--- src/rtl/calc_pkg.sv ---
// calc_pkg: shared FSM encoding, key ASCII codes and keypad map for the calculator controller.
// The MUL state only exists when CALC_MUL_EN is defined.
package calc_pkg;
   typedef enum logic [2:0] {
      IDLE   = 3'd0,
      GOT_A  = 3'd1,
      GOT_OP = 3'd2,
      GOT_B  = 3'd3,
      DONE   = 3'd4
`ifdef CALC_MUL_EN
      , MUL  = 3'd5
`endif
   } state_e;

   localparam logic [15:0] SAT_MAX  = 16'hFFFF;
   localparam logic [7:0]  CH_0     = 8'h30;
   localparam logic [7:0]  CH_9     = 8'h39;
   localparam logic [7:0]  CH_PLUS  = 8'h2B;
   localparam logic [7:0]  CH_MINUS = 8'h2D;
   localparam logic [7:0]  CH_MUL   = 8'h2A;
   localparam logic [7:0]  CH_EQ    = 8'h3D;
   localparam logic [7:0]  CH_C     = 8'h43;
   localparam logic [7:0]  CH_BLANK = 8'h20;

   // indexed by {row, col}
   localparam logic [7:0] KEY_MAP [16] = '{
      8'h31, 8'h32, 8'h33, CH_PLUS,
      8'h34, 8'h35, 8'h36, CH_MINUS,
      8'h37, 8'h38, 8'h39, CH_MUL,
      CH_C,  CH_0,  CH_EQ, CH_BLANK
   };

   function automatic logic is_digit(input logic [7:0] k);
      return k >= CH_0 && k <= CH_9;
   endfunction

   function automatic logic is_op(input logic [7:0] k);
      return k == CH_PLUS || k == CH_MINUS || k == CH_MUL;
   endfunction
endpackage

--- src/rtl/calc_mul.sv ---
// calc_mul: 4-cycle shift-add multiplier (16x4), one bit of b per cycle, LSB first.
// done/product/saturated are valid combinationally in the final run cycle.
module calc_mul
   import calc_pkg::*;
(
   input  logic        clk_in,
   input  logic        sys_rst,
   input  logic        start,
   input  logic        abort,
   input  logic [15:0] a,
   input  logic [3:0]  b,
   output logic        done,
   output logic [15:0] product,
   output logic        saturated
);
   logic [15:0] a_q;
   logic [3:0]  b_q;
   logic [19:0] acc_q, acc_d;
   logic [1:0]  cnt_q;
   logic        run_q;

   always_ff @(posedge clk_in) begin
      if (sys_rst || abort) begin
         run_q <= 1'b0;
         cnt_q <= '0;
         acc_q <= '0;
      end else if (start) begin
         run_q <= 1'b1;
         cnt_q <= '0;
         acc_q <= '0;
         a_q   <= a;
         b_q   <= b;
      end else if (run_q) begin
         acc_q <= acc_d;
         cnt_q <= cnt_q + 2'd1;
         run_q <= cnt_q != 2'd3;
      end
   end

   assign acc_d     = acc_q + (b_q[cnt_q] ? {4'b0, a_q} << cnt_q : 20'd0);
   assign done      = run_q && cnt_q == 2'd3;
   assign saturated = |acc_d[19:16];
   assign product   = acc_d[15:0];
endmodule

--- src/rtl/calc_ctrl.sv ---
// calc_ctrl: 4x4 keypad calculator controller (cursor, operand entry, + - and optional *).
// Define CALC_MUL_EN to enable the "*" key and the shift-add multiplier.
module calc_ctrl
   import calc_pkg::*;
(
   input  logic        clk_in,
   input  logic        sys_rst,
   input  logic        key_up,
   input  logic        key_down,
   input  logic        key_left,
   input  logic        key_right,
   input  logic        key_sel,
   output logic [3:0]  cursor_x,
   output logic [3:0]  cursor_y,
   output logic [7:0]  input_val,
   output logic [7:0]  op_char,
   output logic [15:0] result,
   output logic        calc_done,
   output logic        busy
);
   state_e      state_q, state_d;
   logic [1:0]  x_q, x_d, y_q, y_d;
   logic [15:0] a_q, a_d, res_q, res_d;
   logic [3:0]  b_q, b_d, d;
   logic [7:0]  iv_q, iv_d, op_q, op_d, key, k;
   logic        done_q, done_d, dig, op, eq, clr;
   logic [16:0] sum;
   logic [15:0] add_sat, sub_clamp;

   assign key = KEY_MAP[{y_q, x_q}];
`ifdef CALC_MUL_EN
   assign k = key_sel ? key : CH_BLANK;
`else
   assign k = key_sel && key != CH_MUL ? key : CH_BLANK;
`endif
   assign d   = k[3:0];
   assign dig = is_digit(k);
   assign op  = is_op(k);
   assign eq  = k == CH_EQ;
   assign clr = k == CH_C;

   // opposing pulses cancel; 2-bit wrap gives 3->0 and 0->3
   assign x_d = x_q + {1'b0, key_right & ~key_left} - {1'b0, key_left & ~key_right};
   assign y_d = y_q + {1'b0, key_down & ~key_up} - {1'b0, key_up & ~key_down};

   assign sum       = {1'b0, a_q} + {13'b0, b_q};
   assign add_sat   = sum[16] ? SAT_MAX : sum[15:0];
   assign sub_clamp = a_q < {12'b0, b_q} ? 16'd0 : a_q - {12'b0, b_q};

`ifdef CALC_MUL_EN
   logic        mul_start, mul_done, mul_sat;
   logic [15:0] mul_prod;

   calc_mul u_mul (
      .clk_in    (clk_in),
      .sys_rst   (sys_rst),
      .start     (mul_start),
      .abort     (clr),
      .a         (a_q),
      .b         (b_q),
      .done      (mul_done),
      .product   (mul_prod),
      .saturated (mul_sat)
   );
   assign busy = state_q == MUL;
`else
   assign busy = 1'b0;
`endif

   always_comb begin
      state_d = state_q;
      a_d     = a_q;
      b_d     = b_q;
      iv_d    = iv_q;
      op_d    = op_q;
      res_d   = res_q;
      done_d  = done_q;
`ifdef CALC_MUL_EN
      mul_start = 1'b0;
`endif
      if (clr) begin
         state_d = IDLE;
         a_d     = '0;
         b_d     = '0;
         iv_d    = '0;
         op_d    = '0;
         done_d  = 1'b0;
      end else begin
         case (state_q)
            IDLE:
               if (dig) begin
                  a_d     = {12'b0, d};
                  iv_d    = k;
                  state_d = GOT_A;
               end
            GOT_A:
               if (dig) begin
                  a_d  = {12'b0, d};
                  iv_d = k;
               end else if (op) begin
                  op_d    = k;
                  state_d = GOT_OP;
               end
            GOT_OP:
               if (dig) begin
                  b_d     = d;
                  iv_d    = k;
                  state_d = GOT_B;
               end else if (op) op_d = k;
            GOT_B:
               if (dig) begin
                  b_d  = d;
                  iv_d = k;
               end else if (eq) begin
`ifdef CALC_MUL_EN
                  if (op_q == CH_MUL) begin
                     mul_start = 1'b1;
                     state_d   = MUL;
                  end else
`endif
                  begin
                     res_d   = op_q == CH_PLUS ? add_sat : sub_clamp;
                     done_d  = 1'b1;
                     state_d = DONE;
                  end
               end
`ifdef CALC_MUL_EN
            MUL:
               if (mul_done) begin
                  res_d   = mul_sat ? SAT_MAX : mul_prod;
                  done_d  = 1'b1;
                  state_d = DONE;
               end
`endif
            DONE:
               if (dig) begin
                  a_d     = {12'b0, d};
                  iv_d    = k;
                  op_d    = '0;
                  done_d  = 1'b0;
                  state_d = GOT_A;
               end else if (op) begin
                  a_d     = res_q;
                  op_d    = k;
                  done_d  = 1'b0;
                  state_d = GOT_OP;
               end
            default: ;
         endcase
      end
   end

   always_ff @(posedge clk_in) begin
      if (sys_rst) begin
         state_q <= IDLE;
         x_q     <= '0;
         y_q     <= '0;
         a_q     <= '0;
         b_q     <= '0;
         iv_q    <= '0;
         op_q    <= '0;
         res_q   <= '0;
         done_q  <= 1'b0;
      end else begin
         state_q <= state_d;
         x_q     <= x_d;
         y_q     <= y_d;
         a_q     <= a_d;
         b_q     <= b_d;
         iv_q    <= iv_d;
         op_q    <= op_d;
         res_q   <= res_d;
         done_q  <= done_d;
      end
   end

   assign cursor_x  = {2'b0, x_q};
   assign cursor_y  = {2'b0, y_q};
   assign input_val = iv_q;
   assign op_char   = op_q;
   assign result    = res_q;
   assign calc_done = done_q;
endmodule

--- config.mk ---
export PLATFORM = sky130hd
export DESIGN_NAME = calc_ctrl
export DESIGN_NICKNAME = d
export VERILOG_FILES = /design/src/rtl/calc_pkg.sv /design/src/rtl/calc_mul.sv /design/src/rtl/calc_ctrl.sv
export SDC_FILE = /design/constraint.sdc
export NUM_CORES = 1
export LEC_CHECK = 0
export ABC_AREA = 1
export ABC_CLOCK_PERIOD_IN_PS = 2300
export CAP_MARGIN = 20
export CORE_ASPECT_RATIO = 0.5
export CORE_MARGIN = 2
export CORE_UTILIZATION = 43
export CTS_CLUSTER_SIZE = 30
export DETAILED_ROUTE_END_ITERATION = 7
export PLACE_DENSITY = 0.68
export SLEW_MARGIN = 30
export SYNTH_ARGS = -nofsm -noshare
export SYNTH_HDL_FRONTEND = slang
export SYNTH_SLANG_ARGS = --single-unit
--- constraint.sdc ---
create_clock -name clk_in -period 2.3 [get_ports clk_in]
set_clock_uncertainty 0.15 [all_clocks]
set_input_delay 0.46 -clock clk_in [delete_from_list [all_inputs] [get_ports clk_in]]
set_output_delay 0.46 -clock clk_in [all_outputs]
set_load 0.02 [all_outputs]
==> flow_summary.yaml, run 1 <==
placement:
  dpl-instance-area_mm2: 0.00464
  dp_cells: 771
  place_congestion: 0.927
  port_buffers: 42
  dp_hpwl_um: 7230
  dp_slack_ps: -190
clock_network:
  clk-insertion-delay-late_ps: 340
  cts_hold_buf: 0
  root_buffer: "clkbuf_16"
  clk_pin_slew_ps: 60
  cts_inserted_buffers: 9
  h-tree-depth: 3
  tritoncts: "built"
  cts_sinks: 59
  clockBufferDepth: 2
cells_and_area:
  fin_area_mm2: 0.00566
  layout_common_cells: "nand2_1 (85), nor2_1 (76), inv_1 (60)"
  fin_cells: 808
  drive_gt1_frac: 0.317
  syn2layout_area_growth_pct: 50.3
  diodes: 0
  final_common_cell: "nand2_1"
  layout.nets: 712
logic_synthesis:
  postSynthAreaPerCell_um2: 6.49
  netlist_instances: 581
  synthDistinctLibCells: 40
  syn_area_mm2: 0.00377
  yosys_warnings: 0
  synth_xor_xnor_area_share: 0.0325
  synth_top_family_by_area: "simple AND/OR/NAND/NOR gates"
  async_flop_share: 0
  synth-adder-area-share: 0.0671
  synthTopCellsByArea: "dfxtp_1 (31%), nand2_1 (12%), nor2_1 (9.3%)"
  yosysSeqAreaShare: 0.313
  synthFlopType: "dfxtp_1"
  synth-compound-area-share: 0.144
  synth-simple-area-share: 0.320
  muxShareOfSynthArea: 0
  synth_top_area_share: 0.313
  ys_ff_latch: 59
  synth_edf_count: 0
  yosys.area.top_type: "dfxtp_1"
drt:
  drt-initial-drc-count: 297
  wire_per_inst_um: 14.0
  routed_via_density: 5.08
  antenna_left: 0
  vias: 4107
  drc: 0
  firstDrtPassIters: 6
  drt-total-wl_um: 11300
global_routing:
  grtUsageMet2: 0.370
  grt_max_degree: 29
  grt_pass1_vias: 3828
  use_met1: 0.310
  grt_util_all_layers: 0.231
  use_met3: 0.0508
  grt-ovfl-total: 0
  antenna_found_initial: 0
  grt_first_pass_wirelength_um: 17700
  busiest_layer: "met2"
worst_setup_path:
  r2r-start: "b_q[0]"
  cp.arrival_ps: 2520
  ff2ff_setup_slack_ps: -110
  rr_worst_depth: 15
  crit_end: "result[11]"
  crit_path_max_fanout: 7
  crit_required_ps: 2410
  crit-reg2reg-capture: "result[11]"
  crit_type: "flip-flop to flip-flop"
  critPathLaunch: "b_q[0]"
  endpoint_kind: "flip-flop"
  cp-start-kind: "flip-flop"
die:
  design.die.area_mm2: 0.00957
  die_x_um: 136
  start_util: 0.437
  coreArea_mm2: 0.00862
  ioPinCount: 49
  rows: 24
  die_h_um: 70.2
sta:
  rsz0062_at_grt: "true"
  hold_violations: 0
  timing.fmax_mhz: 415
  setup_viol: 21
  setup_slack_ps: -112
  setup_tns_ps: -1440
  period_minus_slack_ps: 2410
  final-max-slew-violation-count: 0
  finalCritPeriodShare: 1.05
pwr:
  cellPowerDensity_mw_per_mm2: 725
  p_leak_nw: 2.40
  peakVddDrop_uv: 383
  power_mw: 4.10
status:
  violations: "setup timing"
  status: "complete, but fails checks"
hold_path:
  min_path_type: "flip-flop to flip-flop"
flow_run:
  max-cap-violations: 0
[state kept, by name (all words and copies together), names as in the netlist]
signal and count:
a_q 16, result 16, op_char 8, input_val 7
b_q 4, state_q 3, x_q 2, y_q 2
calc_done 1
[per-layer routing]
| metal | share of wire | vias to the layer above |
|---|---|---|
| li1 | - | 2048 |
| met1 | 0.46 | 1887 |
| met2 | 0.46 | 142 |
| met3 | 0.053 | 30 |
| met4 | 0.027 | 0 |
| met5 | 0 | - |
[through the flow]
step	utilization	hold slack, ps
after floorplan	-	314
after global placement	0.539	276
after detailed placement	0.539	277
after CTS	0.595	286
after global routing	0.657	304
final	0.657	285
[how the worst min path moves through the flow]
stage	end	depth (start not counted)	startpoint	slack, ps
detailed placement	input_val[6]	2	input_val[6]	280
CTS	input_val[6]	2	input_val[6]	290
global placement	input_val[6]	2	input_val[6]	280
finish	input_val[6]	2	input_val[6]	290
floorplan	a_q[0]	2	a_q[0]	310
global route	input_val[6]	2	input_val[6]	300
[report_power, final]
group	switching [mW]	internal, mW
clock network	0.538	0.843
registers	0.117	1.11
logic	0.861	0.637
[synthesized netlist by cell type, types with 3 or more instances]
cell      count
inv_2         6
clkbuf_1      6
xor2_1       13
nand4_1       8
dfxtp_1      59
buf_2        11
nor2_1       93
nand2_1     124
buf_4         6
or2_2         3
nand3_1      28
nand2_2       3
nor3_1        5
o21ai_0      45
buf_6         3
a21oi_1      42
ha_1         17
a31oi_1       8
nor2_2        6
inv_1        70
[logic make-up (layout without fill, tap and decap cells)]
group           count (synthesis)  count (layout)
flops                          59              59
other cells                     1               6
simple gates                  280             280
buf+inv                       105             210
compound gates                103             103
fa+ha+maj                      19              19
xor+xnor                       14              14
[layout make-up]
type,count,area (um2)
Timing Repair Buffer,113,1050
Fill cell,738,2950
Timing Repair inverter,3,48.8
Clock inverter,7,78.8
Clock buffer,9,225
Sequential cell,59,1200
Tap cell,117,146
Multi-Input combinational cell,422,2590
Inverter,78,324
[repair_timing]
item / in CTS / in global routing
setup buffers: 8 / 10
hold endpoints to repair: 0 / 0
cloned: 0 / 3
pin swaps: 12 / 44
endpoints found under the setup margin: 26 / 55
gates resized for setup: 31 / 125
[worst max-delay path, cell delays in order (launching register included)]
cell and delay (ps):
dfxtp_4 370, ha_4 140, inv_2 40, fa_2 330, nand3b_1 170, nand2_2 130
nand3_4 90, nor2_4 130, nand2_2 70, nor2_4 140, nand3_2 90, inv_2 90
nand2_2 60, nand2_4 140, a21oi_1 50, a21oi_1 140
(Power assumes the default switching activity.)
==> run 2: changes to the inputs <==
Settings changed: CELL_PAD_IN_SITES_DETAIL_PLACEMENT set to 0, CELL_PAD_IN_SITES_GLOBAL_PLACEMENT set to 1, CORE_UTILIZATION 43 to 35, PLACE_DENSITY 0.68 to 0.77.
==> run 2 against run 1 <==
Compared with the run above:
- the flow still finishes with violations (setup timing)
- highest routed layer unchanged
- non-clock buffer count rose by 20
- critical path depth unchanged
- sequential share of layout area is 1.7 points lower
- combinational power increased by 13%
- worst hold slack gained 1.8 ps
- cell count rose by 5.3%
- design area rose by 9.1%
- total power grew 11%
==> flow_summary.yaml, run 2 (same netlist as run 1, synthesis figures left out) <==
worst_setup_path:
  crit_type: "flip-flop to flip-flop"
  endpoint_kind: "flip-flop"
  cp.arrival_ps: 2540
  cp-start-kind: "flip-flop"
  crit_required_ps: 2410
  ff2ff_setup_slack_ps: -130
  crit_path_max_fanout: 7
cells_and_area:
  num-fill-cells: 932
  syn2layout_area_growth_pct: 64.0
  final_common_cell: "buf_4"
  drive_gt1_frac: 0.390
  layout.nets: 732
  fin_cells: 851
  fin_util: 0.597
  diodes: 0
  layout_common_cells: "buf_4 (73), nor2_1 (71), nand2_1 (65)"
  fin_area_mm2: 0.00618
clock_network:
  h-tree-depth: 3
  root_buffer: "clkbuf_16"
  clk-insertion-delay-late_ps: 330
  clk_pin_slew_ps: 60
  tritoncts: "built"
  cts_hold_buf: 0
  clockBufferDepth: 2
  cts_sinks: 59
  cts_inserted_buffers: 9
pwr:
  cellPowerDensity_mw_per_mm2: 738
  p_leak_nw: 2.67
  power_mw: 4.56
  peakVddDrop_uv: 430
die:
  die_x_um: 151
  die_h_um: 77.4
  rows: 26
  start_util: 0.364
  ioPinCount: 49
  coreArea_mm2: 0.0103
  design.die.area_mm2: 0.0117
global_routing:
  antenna_found_initial: 0
  grt-ovfl-total: 0
  grt_util_all_layers: 0.197
  grt_max_degree: 29
  grt_pass1_vias: 3786
  grt_first_pass_wirelength_um: 18300
drt:
  drt-total-wl_um: 12200
  firstDrtPassIters: 5
  wire_per_inst_um: 14.3
  drt-initial-drc-count: 209
  vias: 4100
  drc: 0
  antenna_left: 0
  routed_via_density: 4.82
status:
  violations: "setup timing"
  status: "complete, but fails checks"
sta:
  setup_tns_ps: -1390
  setup_slack_ps: -128
  finalCritPeriodShare: 1.06
  hold_violations: 0
  timing.fmax_mhz: 412
  period_minus_slack_ps: 2430
  worst_slew_pin_slew_ps: 582
  final-max-slew-violation-count: 0
  setup_viol: 24
  relSlewSlack: 0.609
  rsz0062_at_grt: "true"
placement:
  dp_hpwl_um: 7610
  dp_cells: 796
  dpl-instance-area_mm2: 0.00470
  place_congestion: 0.881
  port_buffers: 42
flow_run:
  max-cap-violations: 0
hold_path:
  min_path_type: "flip-flop to flip-flop"
run 2: cell count changes in the layout (fill, tap and decap cells not counted), moves of 4 or more:
cell / previous run / this run
a21oi_1: 36 / 32
nand2_4: 11 / 20
nand2_1: 85 / 65
o21ai_0: 39 / 33
nor2_4: 10 / 15
o21ai_2: 2 / 8
buf_4: 56 / 73
nand2_2: 32 / 42
nor2_1: 76 / 71
run 2: repair_timing:
item | 4_1_cts | 5_1_grt
pin swaps | 17 | 51
gates resized for setup | 34 | 191
cloned | 0 | 3
setup buffers | 21 | 17
setup endpoints to repair | 41 | 54
run 2: area by class of cell:
class	instances	area [um2]	share of cell area
multi-input combinational	422	2840	0.459
tap	140	175	0.0283
clock buffer	12	267	0.0431
timing repair inverter	3	62.6	0.0101
timing repair buffer	133	1220	0.198
sequential	59	1200	0.194
inverter	78	322	0.0520
clock inverter	4	95.1	0.0154
run 2: final timing paths:
path,from,to,depth (start not counted)
setup / recovery,b_q[0],result[6],15
hold / removal,input_val[6],input_val[6],2
setup reg to reg,b_q[0],result[6],15
hold reg to reg,input_val[6],input_val[6],2
run 2: per-layer routing:
| metal | track usage | vias up | wire (um) | part of all wire |
|---|---|---|---|---|
| met1 | 0.266 | 1896 | 5700 | 0.47 |
| met4 | 0.0617 | 0 | 251 | 0.021 |
| met3 | 0.0371 | 18 | 517 | 0.042 |
| li1 | - | 2089 | - | - |
| met2 | 0.318 | 97 | 5720 | 0.47 |
| met5 | 0 | - | 0 | 0 |
run 2: where the power goes:
group          switching [mW]  internal, mW  total (mW)  leakage (nW)
registers               0.123          1.11        1.23         0.484
clock network           0.490          1.14        1.63         0.179
logic                   0.953         0.739        1.69          2.01
run 2: metrics by stage:
stage | hold WS, ps | setup WS (ps)
after floorplan | 314 | 0.236
after global placement | 278 | -127
after detailed placement | 280 | -199
after CTS | 290 | -52.2
after global routing | 310 | -241
final | 287 | -128
run 2: critical path, stage by stage (launching register included):
cell and delay [ps]:
dfxtp_4 380, ha_4 150, inv_2 40, fa_2 330
nand3b_1 180, nand2_2 120, nand3_4 90, nor2_4 120
nand2_2 70, nor2_4 130, nand3_4 100, inv_4 100
nand2_4 70, nand2_8 140, a21oi_2 50, a21oi_1 150
==> RTL change, RTL diff (flow settings as in run 2) <==
Reset style: asynchronous (`sys_rst`), changed in one clocked block.
--- a/src/rtl/calc_ctrl.sv
+++ b/src/rtl/calc_ctrl.sv
@@ -152,3 +152,3 @@
 
-   always_ff @(posedge clk_in) begin
+   always_ff @(posedge clk_in or posedge sys_rst) begin
       if (sys_rst) begin
Formal check against the unedited RTL: differs if sys_rst is asserted again (counterexample within 4 cycles, from zero or initial values and one cycle with sys_rst high); with sys_rst held inactive, the same outputs for 4 cycles.
==> RTL change against run 2 <==
Cell count is 12% higher; the flow still finishes with violations (negative setup slack); synthesized area is 12% higher; die area is 11% higher; critical path type unchanged; routed wire length is 15% higher; critical endpoint is now a_q[0]; sequential cell count stayed put; global-route usage is 0.35 points higher; worst setup slack worse by 0.17 ns; cell area is 12% higher; synthesized cell count is 6.0% higher.
Power is not compared: it rests on default switching activity, and its combinational part moved more than twofold at a synthesized area within 25%.
==> RTL change: results (changes against run 2) <==
* finished, violations left — result of the run, unchanged
* negative setup slack — violations in the final reports, unchanged
* met4 — Max Used Layer, unchanged
* 0.288 ns — Post-Route Hold Slack, was 0.287 ns
* in2async — Worst Hold Class, was reg2reg
* sky130_fd_sc_hd__dfrtp_2 — slowest stage cell, crit path, was sky130_fd_sc_hd__dfxtp_4
* 16 — Worst R2R Path Depth, was 15
* 5440 sq um — area of placed instances, was 4700 sq um
* 0.882 — GP Congestion, was 0.881
* 3.52 nW — leak pwr
* 8.77 mm — Final HPWL DP, was 7.61 mm
* 810 — number of nets in the layout, was 732
* 14.8 um — wire length per cell after detailed routing, was 14.3 um
* a_q[0] — worst reg2reg endpoint, was result[6]
* 2 — Clock Tree Buf Depth, unchanged
* 521 um — Detail Route met3 WL, was 517 um
* 4,607 — number of vias after detailed routing, was 4,100
* -0.294 ns — post-layout worst setup margin, was -0.128 ns
* x_q[0] — beginning of the worst register-to-register path, was b_q[0]
* 4.85 — per-cell via count in the routed design, was 4.82
* 198 — Starting DRT DRC Count, was 209
* 100% — FFs w/ async S/R, synth, was 0%
* 55 — final number of setup-violating endpoints, was 24
* 4,314 — number of global-route vias before repair, was 3,786
* 29 — pin count of the biggest net entering global routing, unchanged
* 0 — number of warnings printed during yosys synthesis, unchanged
* 6.22 mm — sum of routed wire segments on met1, was 5.70 mm
* 20.6 mm — global-route wire length before repair, was 18.3 mm
* sky130_fd_sc_hd__dfrtp_1 (35%), sky130_fd_sc_hd__nand2_1 (16%), sky130_fd_sc_hd__inv_1 (8.2%) — top area cells in the synthesized netlist, was sky130_fd_sc_hd__dfxtp_1 (31%), sky130_fd_sc_hd__nand2_1 (12%), sky130_fd_sc_hd__nor2_1 (9.3%)
* 20.0% — all-layer global routing usage, was 19.7%
* 8 — critical path peak fanout, was 7
* 39.0% — ratio of cells with drive above 1 in the final layout, about the same
* -10.92 ns — Post-Route Setup TNS, was -1.39 ns
* 5.14 mW — Net Switching
* 4 — length of the first detailed-routing pass in iterations, was 5
* 1,052 — FILL cells, was 932
* 0 — diodes inserted, unchanged
* sky130_fd_sc_hd__nand2_1 (177), sky130_fd_sc_hd__inv_1 (92), sky130_fd_sc_hd__nor2_1 (65), sky130_fd_sc_hd__dfrtp_1 (59), sky130_fd_sc_hd__nand3_1 (50) — most numerous cell types in the synthesized netlist, was sky130_fd_sc_hd__nand2_1 (124), sky130_fd_sc_hd__nor2_1 (93), sky130_fd_sc_hd__inv_1 (70), sky130_fd_sc_hd__dfxtp_1 (59), sky130_fd_sc_hd__o21ai_0 (45)
* 37 — Synth cell types, was 40
* 616 — cell count after synthesis, was 581
* 35.1% — register area share after synthesis, was 31.3%
* 882 — number of placed cells counting well taps, was 796
* 6.96 mm — routed length on met2, was 5.72 mm
* 2.71 ns — endpoint arrival time on the critical path, was 2.54 ns
* 0.46 ns — max incr delay on CP, was 0.38 ns
-- RTL change: changes by cell type after synthesis, moves of 4 or more --
cell and delta:
sky130_fd_sc_hd__dfrtp_1 +59, sky130_fd_sc_hd__a31oi_1 -7, sky130_fd_sc_hd__nor2_1 -28, sky130_fd_sc_hd__o21ai_0 -4, sky130_fd_sc_hd__buf_2 -8, sky130_fd_sc_hd__dfxtp_1 -59
sky130_fd_sc_hd__inv_1 +22, sky130_fd_sc_hd__nand3_1 +22, sky130_fd_sc_hd__nand4_1 +4, sky130_fd_sc_hd__nand2_1 +53, sky130_fd_sc_hd__a21oi_1 -25
-- RTL change: how the worst max path moves through the flow --
stage	from	endpoint	slack [ns]	cells past startpoint
finish	x_q[0]	a_q[0]	-0.29	16
global route	x_q[0]	a_q[1]	-0.40	16
CTS	a_q[0]	result[1]	-0.21	15
detailed placement	a_q[0]	result[1]	-0.45	15
global placement	a_q[0]	result[1]	-0.37	15
floorplan	a_q[0]	result[5]	-0.05	17
-- RTL change: what timing repair did --
action / CTS / global route
gates resized for setup: 96 / 134
setup endpoints to repair: 53 / 57
setup buffers: 34 / 20
hold endpoints to repair: 0 / 0
hold buffers: 0 / 0
gates cloned: 2 / 3
pin swaps: 50 / 65
-- RTL change: per-layer routing --
layer	GRT usage [%]	vias up
met5	0	-
met1	24.3	2191
met2	36.4	120
met3	4.55	25
li1	-	2271
met4	6.00	0
-- RTL change: power by group through the flow --
stage	Sequential, mW	Combinational [mW]	Clock, mW
floorplan	1.76	3.13	0
global placement	1.64	5.52	0
detailed placement	1.64	5.57	0
CTS	1.63	6.57	1.32
global route	1.69	8.71	1.37
finish	1.65	8.10	1.30
-- RTL change: cell families after synthesis --
family	after synthesis	share of synthesized area [%]
AND/OR/NAND/NOR	335	35.2
buffers and inverters	120	12.0
AO/OA/AOI/OAI	68	8.62
flip-flops	59	35.1
adder cells (fa/ha/maj)	20	6.30
XOR/XNOR	13	2.70
other	1	0.0891
-- RTL change: layout make-up --
type / instances / area, sq um / area share (%)
clock buffer: 9 / 225 / 3.24
clock inverter: 4 / 45.0 / 0.648
inverter: 97 / 392 / 5.64
multi-input combinational: 444 / 2950 / 42.4
sequential: 59 / 1480 / 21.3
tap: 165 / 206 / 2.97
timing repair buffer: 172 / 1650 / 23.8
-- RTL change: per-stage QoR --
stage               util, %  worst slack [ns]
finish                 59.0            -0.294
global route           59.0            -0.402
CTS                    53.4            -0.212
detailed placement     46.2            -0.450
global placement       46.2            -0.374
floorplan                 -           -0.0465
